<file path="src/rtl/pic_pkg.sv">
// ---------------------------------------------------------------------------
// pic_pkg
// Shared types and constants for the CPU-side PIC-lite master.
//   state_t      : controller FSM states (init writes, idle, acknowledge,
//                  delivery, EOI write)
//   ICW1         : fixed first initialisation command byte
//   EOI_NONSPEC  : OCW2 top bits for a non-specific EOI
//   EOI_SPEC     : OCW2 top bits for a specific EOI
//   BSEL_CMD     : byte-select for the command byte [7:0]
//   BSEL_DATA    : byte-select for the data byte [15:8]
//   ocw2_word()  : builds the 16-bit EOI write word
// ---------------------------------------------------------------------------
package pic_pkg;

  typedef enum logic [2:0] {
    INIT_ICW1,
    INIT_ICW2,
    INIT_ICW4,
    INIT_MASK,
    IDLE,
    INTA,
    DELIVER,
    EOI_WR
  } state_t;

  localparam logic [7:0] ICW1        = 8'h13;
  localparam logic [2:0] EOI_NONSPEC = 3'b001;
  localparam logic [2:0] EOI_SPEC    = 3'b011;
  localparam logic [1:0] BSEL_CMD    = 2'b01;
  localparam logic [1:0] BSEL_DATA   = 2'b10;

  // OCW2 lives in the command byte; the level field only matters for a
  // specific EOI.
  function automatic logic [15:0] ocw2_word(input logic       specific,
                                            input logic [2:0] level);
    if (specific)
      ocw2_word = {8'h00, EOI_SPEC, 2'b00, level};
    else
      ocw2_word = {8'h00, EOI_NONSPEC, 5'b00000};
  endfunction

endpackage

</file>
<file path="src/rtl/pic_bus_writer.sv">
// ---------------------------------------------------------------------------
// pic_bus_writer
// Issues one PIC bus write as a single-cycle strobe and waits for its ack.
// Shared by the initialisation sequence and the EOI path.
//   clk, reset  : clock, asynchronous active-high reset
//   start       : request a write (taken only when not busy)
//   bytesel     : byte-select for the write
//   data        : write data
//   m_access    : bus strobe, high for exactly one cycle per write
//   m_bytesel   : registered byte-select
//   m_data_out  : registered write data
//   m_ack       : PIC acknowledge, one cycle after the strobe
//   busy        : a write is outstanding
//   done        : the ack for the outstanding write is present this cycle
// ---------------------------------------------------------------------------
module pic_bus_writer (
  input  logic        clk,
  input  logic        reset,
  input  logic        start,
  input  logic [1:0]  bytesel,
  input  logic [15:0] data,
  output logic        m_access,
  output logic [1:0]  m_bytesel,
  output logic [15:0] m_data_out,
  input  logic        m_ack,
  output logic        busy,
  output logic        done
);

  // The PIC acts on every cycle the strobe is high, so the strobe is a
  // pulse and the ack is only honoured once the strobe has dropped.
  assign done = busy && !m_access && m_ack;

  // NOTE: sequential state is assigned with <= so every flop samples the
  // pre-edge value of its neighbours, whatever the statement order.
  always_ff @(posedge clk or posedge reset) begin
    if (reset) begin
      m_access   <= 1'b0;
      m_bytesel  <= 2'b00;
      m_data_out <= 16'h0000;
      busy       <= 1'b0;
    end else begin
      m_access <= 1'b0;
      if (start && !busy) begin
        m_access   <= 1'b1;
        m_bytesel  <= bytesel;
        m_data_out <= data;
        busy       <= 1'b1;
      end else if (done) begin
        busy <= 1'b0;
      end
    end
  end

endmodule

</file>
<file path="src/rtl/pic_ack_master.sv">
// ---------------------------------------------------------------------------
// pic_ack_master
// CPU-side master for the PIC-lite controller. Programs the PIC after reset
// (ICW1, ICW2, ICW4, mask), then acknowledges interrupts, hands the vector
// to the core over a valid/ready handshake, and issues EOI writes.
//   clk, reset    : clock, asynchronous active-high reset
//   pic_cs        : PIC chip select, mirrors m_access
//   m_access      : one-cycle bus strobe per write
//   m_wr_en       : write enable, mirrors m_access
//   m_bytesel     : 01 = command byte, 10 = data byte
//   m_data_out    : write data
//   m_ack         : PIC ack, one cycle after the strobe
//   intr, irq     : PIC request and vector (vector valid while intr & !inta)
//   inta          : one-cycle interrupt acknowledge
//   if_flag       : core interrupt enable
//   inst_boundary : core is at an instruction boundary
//   int_valid     : vector available to the core
//   int_vector    : vector, stable while int_valid
//   int_ready     : core accepts the vector
//   eoi_req       : EOI request level, held until eoi_done
//   eoi_specific  : 1 = specific EOI, 0 = non-specific
//   eoi_level     : ISR level cleared by a specific EOI
//   eoi_done      : high in the cycle the EOI write is acked
//   init_done     : high once the PIC is programmed
// ---------------------------------------------------------------------------
module pic_ack_master
  import pic_pkg::*;
#(
  parameter logic [7:0] VECTOR_BASE = 8'h08,
  parameter logic [7:0] ICW4_VAL    = 8'h01,
  parameter logic [7:0] IRQ_ENABLE  = 8'hFF
) (
  input  logic        clk,
  input  logic        reset,
  output logic        pic_cs,
  output logic        m_access,
  output logic        m_wr_en,
  output logic [1:0]  m_bytesel,
  output logic [15:0] m_data_out,
  input  logic        m_ack,
  input  logic        intr,
  input  logic [7:0]  irq,
  output logic        inta,
  input  logic        if_flag,
  input  logic        inst_boundary,
  output logic        int_valid,
  output logic [7:0]  int_vector,
  input  logic        int_ready,
  input  logic        eoi_req,
  input  logic        eoi_specific,
  input  logic [2:0]  eoi_level,
  output logic        eoi_done,
  output logic        init_done
);

  state_t      state;
  logic        wr_sent;
  logic        wr_start;
  logic        wr_busy;
  logic        wr_done;
  logic        write_state;
  logic [1:0]  wr_bytesel;
  logic [15:0] wr_data;
  logic [7:0]  vec_q;

  assign pic_cs  = m_access;
  assign m_wr_en = m_access;

  assign write_state = (state == INIT_ICW1) || (state == INIT_ICW2) ||
                       (state == INIT_ICW4) || (state == INIT_MASK) ||
                       (state == EOI_WR);

  // wr_sent keeps each write state to exactly one write; it is cleared on
  // the ack together with the state advance.
  assign wr_start = write_state && !wr_sent && !wr_busy;

  // The core drops eoi_req on seeing this, so it must be visible in the ack
  // cycle rather than a cycle later in IDLE, where a still-high request
  // would start another EOI.
  assign eoi_done = (state == EOI_WR) && wr_done;

  // NOTE: every combinational output gets a default first so no path
  // through the case statement can infer a latch.
  always_comb begin
    wr_bytesel = BSEL_DATA;
    wr_data    = 16'h0000;
    case (state)
      INIT_ICW1: begin
        wr_bytesel = BSEL_CMD;
        wr_data    = {8'h00, ICW1};
      end
      INIT_ICW2: wr_data = {VECTOR_BASE[7:3], 3'b000, 8'h00};
      INIT_ICW4: wr_data = {ICW4_VAL, 8'h00};
      INIT_MASK: wr_data = {IRQ_ENABLE, 8'h00};
      EOI_WR: begin
        wr_bytesel = BSEL_CMD;
        wr_data    = ocw2_word(eoi_specific, eoi_level);
      end
      default: ;
    endcase
  end

  pic_bus_writer u_writer (
    .clk        (clk),
    .reset      (reset),
    .start      (wr_start),
    .bytesel    (wr_bytesel),
    .data       (wr_data),
    .m_access   (m_access),
    .m_bytesel  (m_bytesel),
    .m_data_out (m_data_out),
    .m_ack      (m_ack),
    .busy       (wr_busy),
    .done       (wr_done)
  );

  // NOTE: vec_q is reset along with the control flops; it is a single
  // register, and a reset mid-delivery must not leave a stale vector around.
  always_ff @(posedge clk or posedge reset) begin
    if (reset) begin
      state      <= INIT_ICW1;
      wr_sent    <= 1'b0;
      vec_q      <= 8'h00;
      inta       <= 1'b0;
      int_valid  <= 1'b0;
      int_vector <= 8'h00;
      init_done  <= 1'b0;
    end else begin
      inta <= 1'b0;
      if (wr_start) wr_sent <= 1'b1;
      if (wr_done)  wr_sent <= 1'b0;

      case (state)
        INIT_ICW1: if (wr_done) state <= INIT_ICW2;
        INIT_ICW2: if (wr_done) state <= INIT_ICW4;
        INIT_ICW4: if (wr_done) state <= INIT_MASK;
        INIT_MASK: begin
          if (wr_done) begin
            state     <= IDLE;
            init_done <= 1'b1;
          end
        end
        IDLE: begin
          // A pending EOI goes first so lower-priority lines get unblocked.
          if (eoi_req) begin
            state <= EOI_WR;
          end else if (intr && if_flag && inst_boundary) begin
            vec_q <= irq;
            inta  <= 1'b1;
            state <= INTA;
          end
        end
        INTA: begin
          int_valid  <= 1'b1;
          int_vector <= vec_q;
          state      <= DELIVER;
        end
        DELIVER: begin
          if (int_ready) begin
            int_valid <= 1'b0;
            state     <= IDLE;
          end
        end
        EOI_WR:  if (wr_done) state <= IDLE;
        default: state <= INIT_ICW1;
      endcase
    end
  end

endmodule
</file>
<file path="config.mk">
export PLATFORM = sky130hd
export DESIGN_NAME = pic_ack_master
export DESIGN_NICKNAME = d
export VERILOG_FILES = /design/src/rtl/pic_pkg.sv /design/src/rtl/pic_bus_writer.sv /design/src/rtl/pic_ack_master.sv
export SDC_FILE = /design/constraint.sdc
export NUM_CORES = 1
export LEC_CHECK = 0
export CAP_MARGIN = 0
export CORE_AREA = 2 2 59 61
export CTS_BUF_LIST = sky130_fd_sc_hd__clkbuf_8
export CTS_CLUSTER_DIAMETER = 100
export CTS_CLUSTER_SIZE = 40
export DETAILED_ROUTE_END_ITERATION = 10
export DIE_AREA = 0 0 61 63
export PLACE_DENSITY = 0.85
export SLEW_MARGIN = 40
export SYNTH_ARGS = -nofsm -noshare
export SYNTH_HDL_FRONTEND = slang
export SYNTH_SLANG_ARGS = --single-unit
</file>
<file path="constraint.sdc">
create_clock -name clk -period 2.85 [get_ports clk]
set_input_delay 0.57 -clock clk [delete_from_list [all_inputs] [get_ports clk]]
set_output_delay 0.57 -clock clk [all_outputs]
set_load 0.03 [all_outputs]
</file>
==> reports/qor.csv <==
stage,metric,value,unit
setup_path,worst-path fanout max,4,
power_and_ir_drop,leakage,0.977,nW
finish,layout cells sized above 1,22.2,%
synthesis,Synth Instances,126,
die,IO Pins,53,
placed_design,placed insts,209,
clock_network,Clock Tree Root,clkbuf_8,
timing,Final Hold Fails,0,
detailed_routing,detailed-route via count,1088,
setup_path,critical path arrival,2140,ps
finish,Filler cells,263,
timing,period utilization,95.1,%
finish,Final Non-Filler Cells,217,
finish,area of the multi-input gates,552,um^2
clock_network,postcts setup bufs,0,
die,die height,63,um
detailed_routing,drt initial violations,22,
die,area of the core,0.00323,mm^2
synthesis,cell taking the most area after synthesis,dfrtp_1,
timing,Final Critical Period,2710,ps
detailed_routing,Via-to-Cell Ratio,5.01,
placed_design,Placer Congestion,0.808,
die,cell row count,21,
synthesis,"top cells by area, synth","dfrtp_1 (58%), mux2_2 (12%), buf_4 (4.3%)",
setup_path,startpoint class of the critical path,primary input,
status,status,completed,
timing,endpoints failing setup,0,
detailed_routing,final wirelength,2970,um
timing,Max Fclk,369,MHz
synthesis,most frequent cell after synthesis,dfrtp_1,
detailed_routing,WL per Instance,13.7,um
clock_network,clock sinks,36,
detailed_routing,Pre-Repair DR Iteration Count,4,
power_and_ir_drop,maximum vdd drop,0.579,mV
clock_network,post-CTS resize count,0,
synthesis,YS warnings,0,
clock_network,"CTS clk-pin slew, worst paths",60,ps
run,Max Cap Violations,0,
global_routing,Total Routing Usage GR,17.4,%
hold_path,HP Class,reg2reg,
power_and_ir_drop,pwr dens,1120,mW/mm^2
finish,final net count,190,
timing,TNS Setup,0,ps
finish,Sequential Area,901,um^2
global_routing,pin count of the biggest net entering global routing,37,
clock_network,CTS Buf Count,5,
global_routing,global-route wire length before repair,4960,um
setup_path,CP Capture Type,output port,
synthesis,predominant post-synthesis flop cell,dfrtp_1,
clock_network,CTS tree,done,
setup_path,"Req. time, crit path",2280,ps
die,die area,0.00384,mm^2
synthesis,Post-Syn Area,0.00157,mm^2
placed_design,DP HPWL,2210,um
placed_design,port bufs,50,
synthesis,Synth top area share,57.5,%
clock_network,CTS Buffer Depth,2,
synthesis,Mean Syn Cell Area,12.4,um^2
timing,"Slew Viols, Final",0,
die,starting density of the core,48.5,%
setup_path,CP Class,in2out,
synthesis,most frequent cells after synthesis,"dfrtp_1 (36), mux2_2 (17), nand2_1 (10)",
clock_network,clock latency on the worst-skew pair,290,ps
clock_network,H-tree depth,2,
synthesis,Post-synth EDFFs,0,
global_routing,initial antenna violation count,0,
finish,Area Overhead vs Synth,36.9,%
detailed_routing,# DRC,0,
finish,antenna fix cells,0,
detailed_routing,antenna-violating nets left,0,
power_and_ir_drop,"Power, Total",2.41,mW
synthesis,post-synth cell types,38,
timing,unrepaired setup endpoints after global routing,no,
die,DIE WIDTH,61,um
timing,Fin Clk Skew,8.28,ps
clock_network,# hold bufs at CTS,0,
synthesis,sequential area share after synthesis,57.5,%
finish,Layout Utilization,66.4,%
global_routing,grt ovf,0,
synthesis,Async SR Flop Fraction,100,%
synthesis,#FFs+latches synth,36,
global_routing,number of global-route vias before repair,1131,
## placed cells by master (no fill, tap or decap), types with 2 or more instances in the layout
cell type	instances
nor3_1	2
a21o_2	4
o21a_1	2
conb_1	2
clkdlybuf4s50_1	50
a22o_2	2
a21oi_1	3
nor2_1	3
nor3b_1	2
mux2_2	17
dfrtp_1	36
nand3b_1	2
nand3_1	2
o21ai_0	2
nand2_1	10
inv_1	4
clkbuf_8	5
## logic make-up after synthesis
| family | after synthesis | share of synthesized area (%) |
|---|---|---|
| AND/OR/NAND/NOR | 30 | 10.9 |
| flip-flops | 36 | 57.5 |
| other | 1 | 0.239 |
| buffers and inverters | 19 | 7.51 |
| AO/OA/AOI/OAI | 22 | 11.0 |
| XOR/XNOR | 1 | 0.559 |
| multiplexers | 17 | 12.2 |
## final timing paths
kind                                  to       from  cells past startpoint  slack (ps)
max                             eoi_done      m_ack                      5         140
min                            init_done  init_done                      2         480
max reg2reg                     vec_q[6]   state[2]                      3        1080
min reg2reg                    init_done  init_done                      2         480
max in group asynchronous  u_writer.busy      reset                      3        1850
min in group asynchronous      int_valid      reset                      3         690
## state kept, by name (all words and copies together) (netlist names)
signal and flops:
u_writer.m_data_out 9, u_writer.m_bytesel 2, int_valid 1, inta 1, u_writer.m_access 1, wr_sent 1, state 3, int_vector 8
u_writer.busy 1, vec_q 8, init_done 1
## routing by layer
metal | track usage (%) | up-vias | share of wire (%)
li1 | - | 516 | -
met1 | 19.1 | 523 | 41
met2 | 29.7 | 44 | 49
met3 | 7.04 | 5 | 8.7
met4 | 5.71 | 0 | 1.5
met5 | 0 | - | 0
## worst max-delay path: stages
cell             delay, ps
clkdlybuf4s50_1        480
nand3b_1               150
nor2_1                 140
and2_1                 130
clkdlybuf4s50_1        660
## report_power, final
group / leakage [nW] / internal [mW] / switching [mW]
Clock: 0.0541 / 0.259 / 0.177
Sequential: 0.459 / 0.715 / 0.179
Combinational: 0.464 / 0.528 / 0.552
Total: 0.977 / 1.50 / 0.908
## per-stage QoR
| step | setup slack, ps | instance area, um^2 | hold slack, ps |
|---|---|---|---|
| final | 139 | 2140 | 477 |
| after CTS | 136 | 2140 | 492 |
| after detailed placement | 144 | 2030 | 476 |
| after floorplan | 1120 | 1570 | 454 |
| after global placement | 168 | 2030 | 449 |
| after global routing | 56.0 | 2140 | 510 |
## final cells by class
cell class,count,share of cell area (%)
clock inverters,3,1.98
well taps,46,2.68
inverters,4,0.700
multi-input cells,72,25.7
clock buffers,5,3.21
flip-flops and latches,36,42.0
repair buffers,51,23.7
Note: power is estimated with default switching activity, not from simulation.
